File: src/rtl/uart_pkg.sv
// Shared UART definitions: FIFO geometry defaults, scheduler state encoding and
// the idle-timer width helper used by the TX scheduler.
package uart_pkg;

  localparam int UART_FIFO_WIDTH = 8;
  localparam int UART_FIFO_DEPTH = 8;
  localparam int UART_TIMEOUT    = 64;

  typedef enum logic [1:0] {
    ST_IDLE = 2'd0,
    ST_READ = 2'd1,
    ST_LOAD = 2'd2,
    ST_SEND = 2'd3
  } sched_state_t;

  // Timer must be able to hold the value TIMEOUT itself (saturation point).
  function automatic int tmr_w(input int timeout);
    return $clog2(timeout + 1);
  endfunction

  localparam int UART_TMR_W = tmr_w(UART_TIMEOUT);

endpackage

File: src/rtl/uart_tx_sched.sv
// Drains the TX FIFO into the serializer in bursts, started by an occupancy
// threshold or by an idle timeout while data is pending.
module uart_tx_sched
  import uart_pkg::*;
#(
  parameter int FIFO_WIDTH = UART_FIFO_WIDTH,
  parameter int FIFO_DEPTH = UART_FIFO_DEPTH,
  parameter int TIMEOUT    = UART_TIMEOUT,
  parameter int CNT_W      = 16
) (
  input  logic                         clk,
  input  logic                         rst_n,
  input  logic                         i_en,
  input  logic [$clog2(FIFO_DEPTH):0]  i_threshold,
  input  logic                         i_fifo_empty,
  input  logic [$clog2(FIFO_DEPTH):0]  i_fifo_cnt,
  input  logic [FIFO_WIDTH-1:0]        i_fifo_rdata,
  output logic                         o_fifo_ren,
  output logic                         o_tx_valid,
  output logic [FIFO_WIDTH-1:0]        o_tx_data,
  input  logic                         i_tx_ready,
  output logic                         o_busy,
  output logic [CNT_W-1:0]             o_sent_cnt
);

  localparam int CW = $clog2(FIFO_DEPTH) + 1;
  localparam int TW = tmr_w(TIMEOUT);

  // Handshake: a byte moves when o_tx_valid && i_tx_ready at a rising edge;
  // o_tx_valid/o_tx_data stay stable until then, and i_tx_ready is ignored
  // while o_tx_valid is low.

  sched_state_t            r_state;
  logic [TW-1:0]           r_timer;
  logic                    r_fifo_ren;
  logic                    r_tx_valid;
  logic [FIFO_WIDTH-1:0]   r_tx_data;
  logic [CNT_W-1:0]        r_sent_cnt;

  logic [CW-1:0]           w_thr_eff;
  logic                    w_pending;
  logic                    w_tmo_hit;
  logic                    w_trigger;
  logic                    w_handshake;

  assign w_thr_eff   = (i_threshold == '0) ? CW'(1) : i_threshold;
  assign w_pending   = i_en && !i_fifo_empty;
  assign w_tmo_hit   = (r_timer == TW'(TIMEOUT));
  assign w_trigger   = w_pending && ((i_fifo_cnt >= w_thr_eff) || w_tmo_hit);
  assign w_handshake = r_tx_valid && i_tx_ready;

  always_ff @(posedge clk or negedge rst_n) begin
    if (!rst_n) begin
      r_state    <= ST_IDLE;
      r_timer    <= '0;
      r_fifo_ren <= 1'b0;
      r_tx_valid <= 1'b0;
      r_tx_data  <= '0;
      r_sent_cnt <= '0;
    end else begin
      r_fifo_ren <= 1'b0;
      case (r_state)
        ST_IDLE: begin
          if (w_trigger) begin
            r_state    <= ST_READ;
            r_fifo_ren <= 1'b1;
            r_timer    <= '0;
          end else if (!w_pending) begin
            r_timer <= '0;
          end else if (!w_tmo_hit) begin
            r_timer <= r_timer + TW'(1);
          end
        end
        ST_READ: begin
          r_state <= ST_LOAD;
        end
        ST_LOAD: begin
          // FIFO read data is registered, so it is valid in this cycle.
          r_tx_data  <= i_fifo_rdata;
          r_tx_valid <= 1'b1;
          r_state    <= ST_SEND;
        end
        ST_SEND: begin
          if (w_handshake) begin
            r_tx_valid <= 1'b0;
            r_sent_cnt <= r_sent_cnt + CNT_W'(1);
            // Once a burst is running it continues while data exists,
            // independent of the threshold.
            if (w_pending) begin
              r_state    <= ST_READ;
              r_fifo_ren <= 1'b1;
            end else begin
              r_state <= ST_IDLE;
            end
          end
        end
        default: begin
          r_state <= ST_IDLE;
        end
      endcase
    end
  end

  assign o_fifo_ren = r_fifo_ren;
  assign o_tx_valid = r_tx_valid;
  assign o_tx_data  = r_tx_data;
  assign o_busy     = (r_state != ST_IDLE);
  assign o_sent_cnt = r_sent_cnt;

endmodule

File: config.mk
export PLATFORM = sky130hd
export DESIGN_NAME = uart_tx_sched
export DESIGN_NICKNAME = d
export VERILOG_FILES = /design/src/rtl/uart_pkg.sv /design/src/rtl/uart_tx_sched.sv
export SDC_FILE = /design/constraint.sdc
export NUM_CORES = 1
export LEC_CHECK = 0
export BUFFER_PORTS_ARGS = -buffer_cell sky130_fd_sc_hd__buf_2
export CAP_MARGIN = 20
export CORE_MARGIN = 1
export CORE_UTILIZATION = 40
export CTS_CLUSTER_DIAMETER = 120
export DETAILED_ROUTE_END_ITERATION = 10
export PLACE_DENSITY = 0.68
export SYNTH_ARGS = -nofsm -noshare
export SYNTH_HDL_FRONTEND = slang
export SYNTH_SLANG_ARGS = --single-unit
File: constraint.sdc
create_clock -name clk -period 4.2 [get_ports clk]
set_input_delay 0.63 -clock clk [delete_from_list [all_inputs] [get_ports clk]]
set_output_delay 0.63 -clock clk [all_outputs]
set_load 0.03 [all_outputs]
==> results of run 1 <==
path summary, 6_finish.rpt:
path | start | to | slack (ns) | depth (start not counted)
max reg2reg | r_state[0] | r_timer[0] | 2.30 | 5
min | rst_n | o_sent_cnt[8] | 0.41 | 1
min in group clk | o_sent_cnt[15] | o_sent_cnt[15] | 0.47 | 1
max in group asynchronous | rst_n | r_state[1] | 3.30 | 1
max | r_state[0] | o_busy | 1.75 | 4
min reg2reg | o_sent_cnt[15] | o_sent_cnt[15] | 0.47 | 1
state kept, by name, summed over array words and instances, names as in the netlist:
signal	flops
r_timer	7
o_sent_cnt	16
o_tx_data	8
o_tx_valid	1
o_fifo_ren	1
r_state	2
metrics by stage:
stage          setup WS (ns)  instances  hold WS (ns)  cell area, sq um  util (%)
2_1_floorplan           2.07        162         0.334              1810         -
3_3_place_gp            1.88        258         0.455              2090      48.0
3_5_place_dp            1.84        258         0.459              2090      48.0
4_1_cts                 1.70        266         0.438              2180      50.0
5_1_grt                 1.57        266         0.476              2180      50.0
6_report                1.75        266         0.411              2180      50.0
cell families after synthesis:
logic type               Yosys count  synth area share, %
AND/OR/NAND/NOR                   54                 16.8
flip-flops                        35                 48.5
XOR/XNOR                          15                 7.27
buffers and inverters             13                 2.91
multiplexers                      11                 6.99
AO/OA/AOI/OAI                     24                 10.6
adder cells (fa/ha/maj)           10                 6.93
cells in the final DEF (no fill, tap or decap), drive strengths merged, types with 4 or more instances in the layout:
cell    netlist  final
nand2        11     11
nor2          8      8
clkbuf        1      6
dfrtp        35     35
xnor2         9      9
nor4          4      4
inv           9      9
nand4         5      5
buf           2     47
ha           10     10
mux2         10     10
nand3        11     11
xor2          6      6
cell usage after synthesis, types with 2 or more instances:
cell	instances
a21oi_1	3
a22o_1	2
dfrtp_1	35
ha_1	10
inv_1	9
mux2_2	9
nand2_1	11
nand3_1	10
nand4_1	5
nor2_1	8
nor2b_1	2
nor3_1	3
nor4_1	2
nor4_2	2
o211ai_1	2
o22ai_1	3
o2bb2ai_1	3
o41ai_1	3
or3_2	2
xnor2_1	9
xor2_1	6
layout make-up:
class,count,area (sq um),area share [%]
well taps,52,65.1,2.99
repair buffers,47,235,10.8
clock inverters,2,12.5,0.575
multi-input cells,114,878,40.3
inverters,10,37.5,1.72
flip-flops and latches,35,876,40.2
clock buffers,6,72.6,3.33
layer usage:
layer | up-vias | wire, microns
met2 | 28 | 1510
met4 | 0 | 51
met3 | 6 | 156
met5 | - | 0
li1 | 692 | -
met1 | 639 | 1620
power by group:
group	internal (W)	total [W]	switching (W)
logic	0.000195	0.000518	0.000322
clock network	0.000116	0.000236	0.000121
registers	0.000416	0.000480	0.0000649
total	0.000727	0.00123	0.000508
==> metrics.cfg, run 1 <==
[floorplanning]
core_sq_mm=0.00435
row_count=24
die_width_microns=69.2
boundaryPins=48
fp.dieH_microns=69.2
die_area_sq_mm=0.00479
initial_core_util_pct=41.5

[timing]
period_share_pct=58.4
hold_viol=0
fin_setup_tns_ns=0
worstMarginPinSlew_ns=0.764
relSlewSlack_pct=49.0
setup_viol=0
max_freq_mhz=408
rsz0062_at_grt=no
clock_skew_ns=0.00921
period_minus_slack_ns=2.45
slew_viol_final=0

[placement]
hpwl_mm=2.42
port_buffers=47
gp_congestion=0.815

[global_routing]
grt.total_usage_pct=15.2
grt.busiest_layer=met2
use_met3_pct=5.09
grt.met2_usage_pct=23.1
grt-ovfl-total=0
grt_pass1_vias=1275
grt_start_max_net_pins=36
antenna_found_initial=0
grt_pass1_wl_mm=5.82
met1_usage_pct=20.3

[pwr]
power.density_mw_per_mm2=567
vdd_drop_max_mv=0.386
p_leak_nw=1.06
power_w=0.00123

[setup_path]
worstPathArrival_ns=1.82
endpoint_kind=primary output
cp_top_family=buffers and inverters
cp_max_fo=10
cp.required_ns=3.57
crit_buf_inv=3
startpoint_type=flip-flop
path_cells=inv_1 > ha_1 > clkinv_1 > buf_2
cpPeakStageDelay_ns=0.40
path_class=reg2out
critPathSlowestCell=dfrtp_1

[layout]
fill_cells=385
syn_to_final_growth_pct=20.5
nets=244
drive_gt1_share_pct=34.6
diodes=0

[route]
ant_nets=0
totalWireLength_mm=3.34
dr.pass1.iters=4
drt-wirelength-per-cell_microns=12.5
vias=1365
drc_errors=0
drtIter0Drc=48
viasPerCell=5.13

[min_path]
hold_path_class=in2async

[yosys]
async_reset_ff_share_pct=100
synth_nets=193
synth_edf_count=0
synth-seq-cells=35
syn_area_per_cell_sq_um=11.2
synth_top_area_share_pct=48.5
synthTopCellsByArea=dfrtp_1 (48%), ha_1 (6.9%), mux2_2 (5.6%), xnor2_1 (4.4%), xor2_1 (2.9%)
synthFlopType=dfrtp_1
syn_inst=162
yosysSeqAreaShare_pct=48.5
synth_area_sq_mm=0.00181
synth.distinct_cells=44
synth_top_cell_by_area=dfrtp_1
yosysWarnings=0

[clock_tree]
insertion_delay_ns=0.29
cts_setup_buffers=0
post_cts_resized=0
clockBufferDepth=2
cts.htree.levels=2
cts-buffers-inserted=5
cts.sinks=35
cts-root-buf=clkbuf_8
ctsHoldBuffers=0
path_clk_slew_ns=0.07
cts_tree=built

[outcome]
outcome=completed

[job]
drv_cap=0

Power figures use the tool's default switching activity.
==> run 2: changes to the inputs <==
--- a/config.mk
+++ b/config.mk
@@ -11,7 +11,7 @@
 export CORE_UTILIZATION = 40
 export CTS_CLUSTER_DIAMETER = 120
 export DETAILED_ROUTE_END_ITERATION = 10
-export PLACE_DENSITY = 0.68
+export PLACE_DENSITY = 0.71
 export SYNTH_ARGS = -nofsm -noshare
 export SYNTH_HDL_FRONTEND = slang
 export SYNTH_SLANG_ARGS = --single-unit
==> constraint.sdc (replaced) <==
create_clock -name clk -period 2.1 [get_ports clk]
set_input_delay 0.315 -clock clk [delete_from_list [all_inputs] [get_ports clk]]
set_output_delay 0.315 -clock clk [all_outputs]
set_load 0.03 [all_outputs]
==> run 2 against run 1 <==
  * Worst setup slack got worse by 1.5 ns
  * Hold slack worse by 0.31 ns
  * Critical path depth unchanged
  * Power increased by 100%
  * Clock skew is 0.0071 ns lower
  * Register-to-register slack worse by 1.9 ns
  * Flip-flop and latch count is the same
  * Die area is the same
  * Utilization grew 0.26 points
  * Cell area up 0.52%
  * Wire length up 1.0%
  * Non-clock buffer count increased by 2
  * Critical endpoint unchanged
  * Largest power group unchanged
==> metrics.cfg, run 2 (synthesis gave the netlist of run 1 again) <==
[floorplanning]
row_count=24
initial_core_util_pct=41.5
fp.dieH_microns=69.2
die_area_sq_mm=0.00479
core_sq_mm=0.00435
die_width_microns=69.2
boundaryPins=48

[setup_path]
critPathSlowestCell=dfrtp_1
startpoint_type=flip-flop
path_cells=inv_1 > ha_1 > clkinv_1 > buf_2
endpoint_kind=primary output
reg2reg_from=r_state[1]
cpPeakStageDelay_ns=0.40
path_class=reg2out
cp_top_family=buffers and inverters
worstPathArrival_ns=1.55
cp.required_ns=1.78
cp_max_fo=10
crit_buf_inv=3
startpoint=r_state[0]

[layout]
largest_reg_flops=16
fin_cells=268
nets=246
fill_cells=372
multi_input_area_sq_um=878
layout_common_cells=buf_2 (47), dfrtp_1 (35), nand2_1 (11), nand3_1 (10), ha_1 (10)
drive_gt1_share_pct=34.7
syn_to_final_growth_pct=21.1
postLayoutCellArea_sq_mm=0.00219
area.sequential_sq_um=876
layout_commonest_cell=buf_2
diodes=0

[placement]
placed_area_sq_mm=0.00211
port_buffers=47
gp_congestion=0.744
hpwl_mm=2.49
dp.cells=260

[global_routing]
grt-ovfl-total=0
grt.total_usage_pct=15.6
grt_start_max_net_pins=36
grt_pass1_vias=1342
grt_pass1_wl_mm=5.99
antenna_found_initial=0

[clock_tree]
post_cts_resized=0
ctsHoldBuffers=0
cts.sinks=35
cts-root-buf=clkbuf_8
cts_tree=built
cts-buffers-inserted=5
path_clk_slew_ns=0.07
insertion_delay_ns=0.28
cts.htree.levels=2
clockBufferDepth=2
cts_setup_buffers=0

[timing]
clock_skew_ns=0.00208
rsz0062_at_grt=no
relSlewSlack_pct=49.0
period_share_pct=88.8
max_freq_mhz=537
setup_viol=0
slew_viol_final=0
fin_setup_tns_ns=0
hold_viol=0
period_minus_slack_ns=1.86
worstMarginPinSlew_ns=0.765
whs_ns=0.104

[route]
drtIter0Drc=61
viasPerCell=5.16
totalWireLength_mm=3.37
ant_nets=0
drt-wirelength-per-cell_microns=12.6
drc_errors=0
vias=1382
dr.pass1.iters=7

[pwr]
p_int_w=0.00147
vdd_drop_max_mv=0.815
power.density_mw_per_mm2=1130
combPwrFrac_pct=42.9
p_leak_nw=1.07
power_frac_seq_pct=38.5
p_sw_share_pct=40.6
switchingPower_w=0.00100
power.share.clock_pct=18.6

[outcome]
outcome=completed

[min_path]
hold_path_class=in2async

[job]
drv_cap=0

run 2: per-stage QoR:
step	utilization, %	setup WS (ns)	power [W]
after global placement	48.4	0.0868	0.00201
after detailed placement	48.4	0.0497	0.00203
final	50.3	0.236	0.00247
after floorplan	-	0.283	0.00174
after global routing	50.3	0.104	0.00265
after CTS	50.3	0.227	0.00250
run 2: layout make-up:
cell class	count	area share [%]
timing repair buffer	49	11.4
tap	52	2.97
sequential	35	40.0
clock buffer	7	3.49
clock inverter	1	0.229
multi-input combinational	114	40.1
inverter	10	1.72
run 2: final timing paths:
kind	to	slack [ns]	cells past startpoint
max in group asynchronous	o_tx_data[5]	1.51	1
hold reg to reg	o_sent_cnt[15]	0.48	1
min in group clk	o_tx_data[2]	0.26	2
setup / recovery	o_busy	0.24	4
hold / removal	o_sent_cnt[15]	0.10	1
setup reg to reg	o_sent_cnt[13]	0.38	5
run 2: power by group through the flow:
stage               registers (W)  clock network [W]  logic, W
finish                   0.000953           0.000459   0.00106
global route             0.000984           0.000500   0.00117
CTS                      0.000956           0.000475   0.00107
detailed placement       0.000968                  0   0.00106
global placement         0.000961                  0   0.00105
floorplan                 0.00120                  0  0.000537
run 2: per-layer routing:
layer | global-route usage [%] | share of wire [%] | vias up
met5 | 0 | 0 | -
met4 | 6.12 | 1.3 | 0
met3 | 3.20 | 3.5 | 5
met2 | 25.6 | 49 | 31
met1 | 20.2 | 46 | 654
li1 | - | - | 692
run 2: worst reg2reg max path, delay by kind of cell, from the launching register on:
kind                       cells  cell delay, ns
xor gates and xnor gates       1            0.15
adders and majority gates      1            0.29
and+or+nand+nor                3            0.76
DFF                            1            0.41
